$ cat config.mk
export PLATFORM = sky130hd
export DESIGN_NAME = chaos_stream_cipher
export DESIGN_NICKNAME = d
export VERILOG_FILES = /design/src/rtl/chaos_pkg.sv /design/src/rtl/chaos_key_extract.sv /design/src/rtl/chaos_stream_cipher.sv
export SDC_FILE = /design/constraint.sdc
export NUM_CORES = 1
export LEC_CHECK = 0
export ABC_AREA = 1
export CORE_MARGIN = 1
export CORE_UTILIZATION = 37
export DETAILED_ROUTE_END_ITERATION = 10
export PLACE_DENSITY = 0.78
export SLEW_MARGIN = 20
export SYNTH_ARGS = -nofsm -noshare
export SYNTH_HDL_FRONTEND = slang
export SYNTH_HIERARCHICAL = 1
export SYNTH_SLANG_ARGS = --single-unit
$ cat constraint.sdc
create_clock -name CLK -period 1.7 [get_ports CLK]
set_input_delay 0.17 -clock CLK [delete_from_list [all_inputs] [get_ports CLK]]
set_output_delay 0.17 -clock CLK [all_outputs]
set_load 0.01 [all_outputs]
$ cat src/rtl/chaos_pkg.sv
// chaos_pkg: shared types and constants for the chaos stream cipher.
// Holds the controller state encoding, the generator resync length and
// the key-field width used when slicing generator codes into key bytes.
package chaos_pkg;

  // Controller states; XFER is the only state in which data moves.
  typedef enum logic [1:0] {
    S_RESYNC  = 2'd0,
    S_REQ     = 2'd1,
    S_RELEASE = 2'd2,
    S_XFER    = 2'd3
  } chaos_state_t;

  // Generator needs this many RESET cycles to return to idle from any point.
  localparam int CHAOS_RESYNC_CYCLES = 2;

  // Width of the field taken from each generator code.
  localparam int KEY_FIELD_W = 8;

  // Data word width of the cipher stream.
  localparam int DATA_W = 32;

  // Generator initial condition (1.0f) after its RESET.
  localparam logic [31:0] CHAOS_INIT = 32'h3f800000;

endpackage

$ cat src/rtl/chaos_key_extract.sv
// chaos_key_extract: slices an 8-bit mantissa field starting at KEY_LSB
// out of each of the four generator codes and packs them into one key
// word, X in the most significant byte and W in the least significant.
module chaos_key_extract
  import chaos_pkg::*;
#(
  parameter int KEY_LSB = 8
) (
  input  logic [31:0]       i_x,
  input  logic [31:0]       i_y,
  input  logic [31:0]       i_z,
  input  logic [31:0]       i_w,
  output logic [DATA_W-1:0] o_key
);

  logic [KEY_FIELD_W-1:0] w_fx;
  logic [KEY_FIELD_W-1:0] w_fy;
  logic [KEY_FIELD_W-1:0] w_fz;
  logic [KEY_FIELD_W-1:0] w_fw;

  assign w_fx  = i_x[KEY_LSB +: KEY_FIELD_W];
  assign w_fy  = i_y[KEY_LSB +: KEY_FIELD_W];
  assign w_fz  = i_z[KEY_LSB +: KEY_FIELD_W];
  assign w_fw  = i_w[KEY_LSB +: KEY_FIELD_W];

  assign o_key = {w_fx, w_fy, w_fz, w_fw};

endmodule

$ cat src/rtl/chaos_stream_cipher.sv
// chaos_stream_cipher: consumer of the chaos code generator.
// Sequences the generator STEP/RESET handshake, captures a key word from
// the codes on DONE and XORs it onto a valid/ready 32-bit stream. The same
// block encrypts and decrypts; two instances restarted together agree.
// Optional build macro CHAOS_KEY_ROTATE_EN: rotate the key left by one
// byte after every accepted word within a key period.
module chaos_stream_cipher
  import chaos_pkg::*;
#(
  parameter int KEY_LSB       = 8,
  parameter int WORDS_PER_KEY = 1
) (
  input  logic              CLK,
  input  logic              RESET,
  input  logic              START,
  input  logic              IN_VALID,
  output logic              IN_READY,
  input  logic [DATA_W-1:0] IN_DATA,
  output logic              OUT_VALID,
  input  logic              OUT_READY,
  output logic [DATA_W-1:0] OUT_DATA,
  output logic              CHAOS_STEP,
  output logic              CHAOS_RESET,
  input  logic              CHAOS_DONE,
  input  logic [31:0]       CHAOS_X,
  input  logic [31:0]       CHAOS_Y,
  input  logic [31:0]       CHAOS_Z,
  input  logic [31:0]       CHAOS_W,
  output logic              BUSY
);

  localparam logic [1:0] RESYNC_LAST = 2'(CHAOS_RESYNC_CYCLES - 1);
  localparam logic [7:0] WORD_LAST   = 8'(WORDS_PER_KEY - 1);

`ifdef CHAOS_KEY_ROTATE_EN
  // Byte-wise left rotation used to vary the key across one key period.
  function automatic logic [DATA_W-1:0] rotl8(input logic [DATA_W-1:0] k);
    return {k[DATA_W-9:0], k[DATA_W-1:DATA_W-8]};
  endfunction
`endif

  chaos_state_t      r_state;
  logic [1:0]        r_resync_cnt;
  logic [7:0]        r_word_cnt;
  logic [DATA_W-1:0] r_key;
  logic [DATA_W-1:0] r_data_p1;
  logic              r_vld_p1;

  logic [DATA_W-1:0] w_key_cap;
  logic              w_xfer;
  logic              w_in_hs;
  logic              w_key_last;
  logic              w_capture;

  chaos_key_extract #(
    .KEY_LSB (KEY_LSB)
  ) u_key_extract (
    .i_x   (CHAOS_X),
    .i_y   (CHAOS_Y),
    .i_z   (CHAOS_Z),
    .i_w   (CHAOS_W),
    .o_key (w_key_cap)
  );

  assign w_xfer     = (r_state == S_XFER);
  assign IN_READY   = w_xfer & (~r_vld_p1 | OUT_READY);
  assign w_in_hs    = IN_VALID & IN_READY;
  assign w_key_last = w_in_hs & (r_word_cnt == WORD_LAST);
  // A restart wins over a code set arriving in the same cycle.
  assign w_capture  = (r_state == S_REQ) & CHAOS_DONE & ~START;

  assign CHAOS_STEP  = (r_state == S_REQ);
  assign CHAOS_RESET = (r_state == S_RESYNC);
  assign BUSY        = ~w_xfer;
  assign OUT_VALID   = r_vld_p1;
  assign OUT_DATA    = r_data_p1;

  // Controller: resync the generator, request a code set, release it, then stream.
  always_ff @(posedge CLK) begin
    if (RESET) begin
      r_state      <= S_RESYNC;
      r_resync_cnt <= '0;
      r_word_cnt   <= '0;
    end else if (START) begin
      r_state      <= S_RESYNC;
      r_resync_cnt <= '0;
      r_word_cnt   <= '0;
    end else begin
      case (r_state)
        S_RESYNC: begin
          if (r_resync_cnt == RESYNC_LAST) begin
            r_resync_cnt <= '0;
            r_state      <= S_REQ;
          end else begin
            r_resync_cnt <= r_resync_cnt + 2'd1;
          end
        end
        S_REQ: begin
          if (CHAOS_DONE) begin
            r_state <= S_RELEASE;
          end
        end
        S_RELEASE: begin
          r_state <= S_XFER;
        end
        S_XFER: begin
          if (w_key_last) begin
            r_word_cnt <= '0;
            r_state    <= S_REQ;
          end else if (w_in_hs) begin
            r_word_cnt <= r_word_cnt + 8'd1;
          end
        end
        default: begin
          r_state <= S_RESYNC;
        end
      endcase
    end
  end

  // Key register: loaded unrotated from the codes on DONE; START leaves it intact.
  always_ff @(posedge CLK) begin
    if (RESET) begin
      r_key <= '0;
    end else if (w_capture) begin
      r_key <= w_key_cap;
`ifdef CHAOS_KEY_ROTATE_EN
    end else if (w_in_hs) begin
      r_key <= rotl8(r_key);
`endif
    end
  end

  // ---- stage p0 -> p1: XOR input word with key into the output register ----
  // Output register: load on input handshake, otherwise drain on OUT_READY.
  always_ff @(posedge CLK) begin
    if (RESET) begin
      r_vld_p1  <= 1'b0;
      r_data_p1 <= '0;
    end else if (w_in_hs) begin
      r_vld_p1  <= 1'b1;
      r_data_p1 <= IN_DATA ^ r_key;
    end else if (OUT_READY) begin
      r_vld_p1  <= 1'b0;
    end
  end

endmodule

==> impl_metrics.py, run 1 <==
metrics = {
    "status": {
        "status": "complete, no violations",
    },
    "sta": {
        "tns_ns": 0,
        "slew_violations": 0,
        "finalWorstSetupSlack_ns": 0.08125,
        "rsz0062_at_grt": "no",
        "tightest_slew_ns": 0.3750,
        "fmax_mhz": 617.8,
        "finalCritPeriodShare_pct": 95.22,
        "hold_slack_ns": 0.4188,
        "relSlewSlack_pct": 75.00,
        "hold_violations": 0,
        "clock-skew-final_ns": 0.006784,
        "period_needed_ns": 1.619,
        "final-setup-viol-count": 0,
    },
    "floorplan": {
        "die-area_sq_mm": 0.009378,
        "start_util_pct": 38.16,
        "core_area_sq_mm": 0.008721,
        "pin_count": 203,
        "rows": 34,
        "die_h_um": 96.84,
        "die_x_um": 96.84,
    },
    "clock_tree": {
        "clk_latency_ns": 0.33,
        "cts_htree_levels": 3,
        "ctsHoldBuffers": 0,
        "post-cts-setup-buffers": 0,
        "cts_root_buf": "clkbuf_8",
        "path_clk_slew_ns": 0.08,
        "cts_num_sinks": 77,
        "clk_path_buf_depth": 2,
        "cts_tree": "yes",
        "cts_resized": 8,
        "cts_buffers": 9,
    },
    "worst_setup_path": {
        "cp-start-kind": "flip-flop",
        "worstPathCellList": "ha_4, inv_1, clkdlybuf4s50_1",
        "worst-setup-path-type": "flip-flop to primary output",
        "endpoint_kind": "primary output",
        "r2r_start": "r_state[1]",
        "cp.required_ns": 1.53,
        "crit_family": "buffers and inverters",
        "cpPeakStageDelay_ns": 0.52,
        "slowest_stage": "clkdlybuf4s50_1",
        "cp.arrival_ns": 1.45,
        "path_buf_inv": 2,
        "worst-path-max-fanout": 4,
        "worstSetupStartpoint": "r_state[0]",
    },
    "global_route": {
        "grt_pass1_wl_um": 12790,
        "grt_max_degree": 66,
        "overflow": 0,
        "track_usage_pct": 16.51,
        "antenna_found_initial": 0,
        "grt_pass1_vias": 2810,
    },
    "pwr": {
        "combPwrFrac_pct": 10.5,
        "power_frac_seq_pct": 52.8,
        "p_sw_share_pct": 22.60,
        "clkPwrFrac_pct": 36.7,
        "pwr_density_cell_mw_per_mm2": 788.6,
        "power_leakage_nw": 1.738,
        "p_int_mw": 2.722,
        "switchingPower_mw": 0.7951,
        "report.power.total_mw": 3.517,
        "peakVddDrop_uv": 346.0,
    },
    "placement": {
        "port_buffers": 106,
        "place_ws_ns": 0.06478,
        "dp_hpwl_um": 5246,
        "place.gp.congestion": 0.7964,
    },
    "logic_synthesis": {
        "synth_top_area_share_pct": 46.32,
        "synth_cells": 408,
        "synth.distinct_cells": 24,
        "yosysWarnings": 6,
        "syn_nets": 579,
        "synth_area_per_cell_sq_um": 8.157,
        "synthTopCellsByArea": "dfxtp_1 46%, o21ai_0 9.6%, nor2_1 8.9%",
        "post-synth-top-area-cell": "dfxtp_1",
        "ys_seq_area_share_pct": 46.32,
        "yosys_register_bits": 77,
        "synthesis.area_sq_mm": 0.003328,
    },
    "drt": {
        "drt_first_pass_iters": 4,
        "drc": 0,
        "wirelength_um": 7631,
        "ant_nets": 0,
        "routed_via_density": 4.804,
        "drt_iter0_drc": 69,
        "vias": 2844,
        "wl_per_cell_um": 12.89,
    },
    "final_layout": {
        "fin_nets": 651,
        "multi_input_area_sq_mm": 0.001391,
        "n_antenna_cell": 0,
        "layout_common_cells": "103 x clkdlybuf4s50_1, 78 x nor2_1, 75 x dfxtp_1",
        "final_common_cell": "clkdlybuf4s50_1",
        "num-fill-cells": 827,
        "seqCellArea_sq_mm": 0.001546,
        "drive_gt1_share_pct": 7.231,
        "area_growth_pct": 34.02,
    },
    "min_path": {
        "min_path_type": "input port to flip-flop",
        "worstHoldStart": "CHAOS_X[12]",
    },
    "run": {
        "maxCapViolCount": 0,
    },
}
==> state kept, by name, summed over array words and instances, names as in the netlist <==
| name | cells |
|---|---|
| OUT_DATA | 32 |
| r_resync_cnt | 2 |
| OUT_VALID | 1 |
| r_state | 2 |
| r_key | 32 |
| r_word_cnt | 8 |
==> worst min-delay path: stages <==
cell and delay, ns:
clkdlybuf4s50_1 0.40, nor2_1 0.10, nor2_1 0.05
==> layer usage <==
layer  track usage [%]  vias up  routed length (um)
met4             6.200        0                  81
met5                 0        -                   0
li1                  -     1439                   -
met2             27.19       93                3425
met1             19.47     1304                3488
met3             6.214        8                 635
==> cell type report <==
| cell class | count | area share (%) |
|---|---|---|
| clock buffers | 9 | 2.777 |
| clock inverters | 6 | 1.234 |
| inverters | 19 | 1.655 |
| multi-input cells | 260 | 31.19 |
| flip-flops and latches | 77 | 34.67 |
| well taps | 108 | 3.029 |
| repair buffers | 113 | 25.44 |
==> metrics by stage <==
stage          utilization [%]  instances  area, sq um
2_1_floorplan                -        408         3328
3_3_place_gp             48.91        577         4265
3_5_place_dp             48.91        577         4265
4_1_cts                  51.12        592         4458
5_1_grt                  51.15        592         4461
6_report                 51.15        592         4461
==> final timing paths <==
kind,endpoint,slack (ns),cells after the start
min,r_key[28],0.42,3
max reg2reg,r_key[18],0.22,7
max,BUSY,0.08,3
min reg2reg,r_resync_cnt[1],0.45,2
==> synth_stat cells, drive strengths merged <==
cell    count
dfxtp      77
nand3       6
a21oi      39
a22oi       1
nor3        7
o21ai      66
buf        47
ha          5
a21o        1
nor2       81
nor3b       1
clkbuf      5
nand2      19
inv        19
xnor2      33
nand4       1
==> kinds of logic (layout without fill, tap and decap cells) <==
group | count (synthesis) | count (layout) | synth area share [%]
buffers and inverters | 71 | 147 | 12.33
and+or+nand+nor | 115 | 115 | 14.55
DFF | 77 | 77 | 46.32
adders and majority gates | 5 | 5 | 1.880
xor gates and xnor gates | 33 | 33 | 8.684
AOI/OAI and AO/OA | 107 | 107 | 16.24
==> power by group through the flow <==
| stage | logic, mW | clock network, mW | registers [mW] |
|---|---|---|---|
| after floorplan | 0.201 | 0 | 1.89 |
| after global placement | 0.365 | 0 | 1.90 |
| after detailed placement | 0.372 | 0 | 1.90 |
| after CTS | 0.371 | 1.34 | 1.86 |
| after global routing | 0.404 | 1.42 | 1.86 |
| final | 0.369 | 1.29 | 1.86 |
(Power assumes the default switching activity.)
==> inputs of run 2 (changes only) <==
- CORE_MARGIN: 1 -> 8
- CORE_UTILIZATION: 37 -> 38
- CTS_BUF_LIST: default -> sky130_fd_sc_hd__clkbuf_4 sky130_fd_sc_hd__clkbuf_8
- PLACE_DENSITY: 0.78 -> 0.8
==> impl_metrics.py, run 2 (synthesis results as in run 1) <==
metrics = {
    "global_route": {
        "grt_max_degree": 40,
        "grt_pass1_vias": 2919,
        "antenna_found_initial": 1,
        "track_usage_pct": 14.10,
        "overflow": 0,
        "grt_pass1_wl_um": 13460,
    },
    "clock_tree": {
        "cts_root_buf": "clkbuf_8",
        "path_clk_slew_ns": 0.08,
        "cts_tree": "yes",
        "clk_latency_ns": 0.34,
        "cts_num_sinks": 77,
        "cts_htree_levels": 3,
        "cts_buffers": 9,
        "clk_path_buf_depth": 2,
    },
    "placement": {
        "port_buffers": 106,
        "place.gp.congestion": 0.7326,
        "place_inst": 577,
        "dp_hpwl_um": 5944,
    },
    "final_layout": {
        "num-fill-cells": 829,
        "final_common_cell": "clkdlybuf4s50_1",
        "seqCellArea_sq_mm": 0.001544,
        "multi_input_area_sq_mm": 0.001391,
        "fin_nets": 651,
        "n_antenna_cell": 0,
        "area_growth_pct": 35.86,
        "instances_no_fill": 593,
        "layout_common_cells": "102 x clkdlybuf4s50_1, 78 x nor2_1, 75 x dfxtp_1",
        "drive_gt1_share_pct": 7.423,
    },
    "worst_setup_path": {
        "cp.required_ns": 1.53,
        "worst-setup-path-type": "flip-flop to primary output",
        "worst-path-max-fanout": 4,
        "endpoint_kind": "primary output",
        "cp-start-kind": "flip-flop",
        "cp.arrival_ns": 1.32,
    },
    "run": {
        "maxCapViolCount": 0,
    },
    "drt": {
        "drt_iter0_drc": 110,
        "drt_first_pass_iters": 4,
        "vias": 2860,
        "wl_per_cell_um": 14.12,
        "wirelength_um": 8371,
        "ant_nets": 0,
        "routed_via_density": 4.823,
        "drc": 0,
    },
    "sta": {
        "clock-skew-final_ns": 0.005913,
        "period_needed_ns": 1.490,
        "tns_ns": 0,
        "final-setup-viol-count": 0,
        "hold_violations": 0,
        "fmax_mhz": 671.2,
        "slew_violations": 0,
        "relSlewSlack_pct": 75.29,
        "rsz0062_at_grt": "no",
        "finalCritPeriodShare_pct": 87.64,
        "tightest_slew_ns": 0.3707,
    },
    "floorplan": {
        "die_x_um": 109.6,
        "core_area_sq_mm": 0.008593,
        "die_h_um": 109.6,
        "pin_count": 203,
        "rows": 34,
        "start_util_pct": 38.73,
        "die-area_sq_mm": 0.01201,
    },
    "pwr": {
        "power_leakage_nw": 1.758,
        "peakVddDrop_uv": 397.3,
        "pwr_density_cell_mw_per_mm2": 838.2,
    },
    "status": {
        "status": "complete, no violations",
    },
    "min_path": {
        "min_path_type": "input port to flip-flop",
    },
}
run 2: where the power goes:
part	internal [mW]	switching [mW]	leakage, nW
sequential	1.83	0.0224	0.622
clock	0.889	0.670	0.117
combinational	0.232	0.142	1.02
total	2.96	0.834	1.76
run 2: routing by layer:
layer | up-vias | global-route usage (%) | wire [um] | share of wire [%]
li1 | 1434 | - | - | -
met1 | 1320 | 15.92 | 3492 | 42
met2 | 91 | 22.52 | 3820 | 46
met3 | 13 | 6.975 | 934 | 11
met4 | 2 | 5.207 | 111 | 1.3
met5 | - | 0 | 13 | 0.16
run 2: per-stage QoR:
| step | worst slack (ns) | cell area (sq um) | utilization, % | power [mW] | hold slack (ns) |
|---|---|---|---|---|---|
| global route | 0.1214 | 4522 | 52.62 | 3.946 | 0.4115 |
| detailed placement | 0.07007 | 4278 | 49.78 | 2.275 | 0.4508 |
| global placement | 0.08579 | 4278 | 49.78 | 2.263 | 0.4332 |
| finish | 0.2101 | 4522 | 52.62 | 3.790 | 0.4100 |
| floorplan | 0.3340 | 3328 | - | 2.095 | 0.3593 |
| CTS | 0.05573 | 4517 | 52.56 | 3.821 | 0.3940 |
run 2: final cells by class:
class	instances	share of cell area, %
flip-flops and latches	77	34.14
repair buffers	113	25.43
clock inverters	5	1.826
well taps	108	2.988
clock buffers	11	3.210
inverters	19	1.633
multi-input cells	260	30.77
run 2: final timing paths:
kind | from | end | slack (ns) | depth (start not counted)
max | r_state[0] | IN_READY | 0.21 | 4
min reg2reg | r_resync_cnt[1] | r_resync_cnt[1] | 0.46 | 2
max reg2reg | r_state[1] | r_key[12] | 0.24 | 7
min | CHAOS_X[9] | r_key[25] | 0.41 | 3
run 2: critical path, stage by stage, from the launching register on:
cell           delay (ns)
dfxtp_2              0.39
ha_4                 0.18
nand2_2              0.08
inv_1                0.06
dlygate4sd2_1        0.27
run 2: what timing repair did:
item                                    CTS  global route
setup buffers                             0             0
endpoints found under the setup margin    4             6
resized for setup                         7             3
hold buffers                              0             0
==> inputs of run 3 (changes only) <==
- CORE_UTILIZATION: 38 -> 35
- PLACE_DENSITY: 0.8 -> 0.77
- clock period: 1.7 -> 1.2 ns (I/O delays scaled with it)
==> impl_metrics.py, run 3 (synthesis results as in run 1) <==
metrics = {
    "floorplan": {
        "die-area_sq_mm": 0.01289,
        "die_x_um": 113.5,
        "rows": 35,
        "start_util_pct": 36.02,
        "core_area_sq_mm": 0.009240,
        "die_h_um": 113.5,
        "pin_count": 203,
    },
    "global_route": {
        "grt_pass1_wl_um": 16200,
        "overflow": 0,
        "track_usage_pct": 15.72,
        "grt_max_degree": 38,
        "use_met3_pct": 5.124,
        "top_usage_layer": "met2",
        "use_met2_pct": 27.06,
        "grt_use_met1_pct": 17.89,
        "antenna_found_initial": 0,
        "grt_pass1_vias": 3346,
    },
    "worst_setup_path": {
        "cpMostUsedCell": "buf_6",
        "cp.arrival_ns": 1.62,
        "reg2reg_to": "OUT_DATA[15]",
        "worstRegToRegCells": 8,
        "cp.required_ns": 1.43,
        "r2r_start": "r_state[1]",
        "slowest_stage": "dfxtp_4",
        "worst-path-max-fanout": 5,
        "worstPathCellList": "ha_4, nand2_4, nor2_4, buf_6, buf_6, buf_12, buf_16, a21oi_2",
        "r2r_setup_slack_ns": -0.19,
        "endpoint_kind": "flip-flop",
        "worst-setup-path-type": "flip-flop to flip-flop",
        "cpPeakStageDelay_ns": 0.39,
        "cp-start-kind": "flip-flop",
    },
    "final_layout": {
        "num-fill-cells": 809,
        "area_growth_pct": 62.37,
        "finalInstanceArea_sq_mm": 0.005404,
        "layout_common_cells": "74 x dfxtp_1, 69 x clkdlybuf4s50_1, 53 x nor2_1",
        "n_antenna_cell": 0,
        "final_common_cell": "dfxtp_1",
        "multi_input_area_sq_mm": 0.001834,
        "instances_no_fill": 644,
        "seqCellArea_sq_mm": 0.001550,
        "fin_nets": 681,
        "drive_gt1_share_pct": 32.43,
    },
    "sta": {
        "clock-skew-final_ns": 0.01006,
        "finalCritPeriodShare_pct": 116.2,
        "hold_slack_ns": 0.3565,
        "finalWorstSetupSlack_ns": -0.1948,
        "tightest_slew_ns": 0.3345,
        "fmax_mhz": 716.9,
        "rsz0062_at_grt": "yes",
        "slew_violations": 0,
        "hold_violations": 0,
        "tns_ns": -9.005,
        "relSlewSlack_pct": 77.53,
        "final-setup-viol-count": 78,
        "period_needed_ns": 1.395,
    },
    "clock_tree": {
        "path_clk_slew_ns": 0.09,
        "clk_path_buf_depth": 2,
        "clk_latency_ns": 0.35,
        "ctsHoldBuffers": 0,
        "cts_htree_levels": 3,
        "cts_buffers": 9,
        "cts_tree": "yes",
        "cts_num_sinks": 77,
        "cts_root_buf": "clkbuf_8",
    },
    "drt": {
        "routed_via_density": 4.747,
        "vias": 3057,
        "drt_first_pass_iters": 4,
        "drc": 0,
        "wl_per_cell_um": 15.60,
        "wirelength_um": 10050,
        "ant_nets": 0,
        "drt_iter0_drc": 60,
    },
    "placement": {
        "place_inst": 606,
        "dp_hpwl_um": 6201,
        "place_area_sq_mm": 0.004449,
        "port_buffers": 106,
        "place.gp.congestion": 0.7664,
    },
    "pwr": {
        "pwr_density_cell_mw_per_mm2": 979.6,
        "power_leakage_nw": 2.143,
        "peakVddDrop_uv": 480.6,
    },
    "run": {
        "maxCapViolCount": 0,
    },
    "min_path": {
        "hold_end": "r_key[10]",
        "holdPathStages": 3,
        "worstHoldStart": "CHAOS_Z[10]",
        "min_path_type": "input port to flip-flop",
    },
    "status": {
        "violations": "setup timing",
        "status": "finished, violations left",
    },
}
-- run 3: cell types whose count changed in the layout (fill, tap and decap cells not counted), moves of 21 or more --
cell / previous run / this run
dlygate4sd2_1: 3 / 31
a21oi_1: 39 / 7
clkdlybuf4s50_1: 102 / 69
o21ai_0: 64 / 26
nor2_2: 1 / 22
nor2_1: 78 / 53
a21oi_2: 0 / 30
-- run 3: repair_timing --
| action | 4_1_cts | 5_1_grt |
|---|---|---|
| pin swaps | 15 | 17 |
| cloned | 8 | 0 |
| setup buffers | 16 | 3 |
| gates resized for setup | 166 | 68 |
| setup endpoints to repair | 110 | 80 |
-- run 3: stage by stage --
step	power, mW	util (%)	setup slack, ns
6_report	5.294	58.48	-0.1948
2_1_floorplan	2.985	-	-0.008455
3_3_place_gp	3.252	48.15	-0.2774
3_5_place_dp	3.259	48.15	-0.3199
5_1_grt	5.528	58.48	-0.2491
4_1_cts	5.293	57.14	-0.2365
-- run 3: worst max-delay path by stage --
stage,start,end,slack (ns),cells past startpoint
3_3_place_gp,OUT_READY,IN_READY,-0.28,6
3_5_place_dp,OUT_READY,IN_READY,-0.32,6
4_1_cts,r_state[0],r_word_cnt[2],-0.24,8
2_1_floorplan,r_state[1],r_key[10],-0.008,8
6_report,r_state[1],OUT_DATA[15],-0.19,8
5_1_grt,r_state[1],OUT_DATA[22],-0.25,8
-- run 3: metal layers --
layer  up-vias  wire (um)
met5         -          0
met4         0        115
met3        15        666
met2        81       5083
met1      1458       4184
li1       1503          -
-- run 3: worst max-delay path: cells and delay by family (launching register included) --
kind	cells	cell delay [ns]
buffers and inverters	4	0.49
DFF	1	0.39
and+or+nand+nor	2	0.18
AOI/OAI and AO/OA	1	0.05
adders and majority gates	1	0.17
-- run 3: cell type report --
type                            instances  area share (%)
Multi-Input combinational cell        260           33.94
Timing Repair Buffer                  143           29.31
Sequential cell                        77           28.69
Tap cell                              129           2.987
Clock buffer                            9           2.292
Inverter                               19           1.412
Clock inverter                          7           1.366
-- run 3: where the power goes --
| part | switching, mW | total, mW | internal [mW] |
|---|---|---|---|
| sequential | 0.0351 | 2.63 | 2.60 |
| clock | 1.02 | 1.99 | 0.969 |
| combinational | 0.272 | 0.672 | 0.400 |
| total | 1.33 | 5.29 | 3.97 |
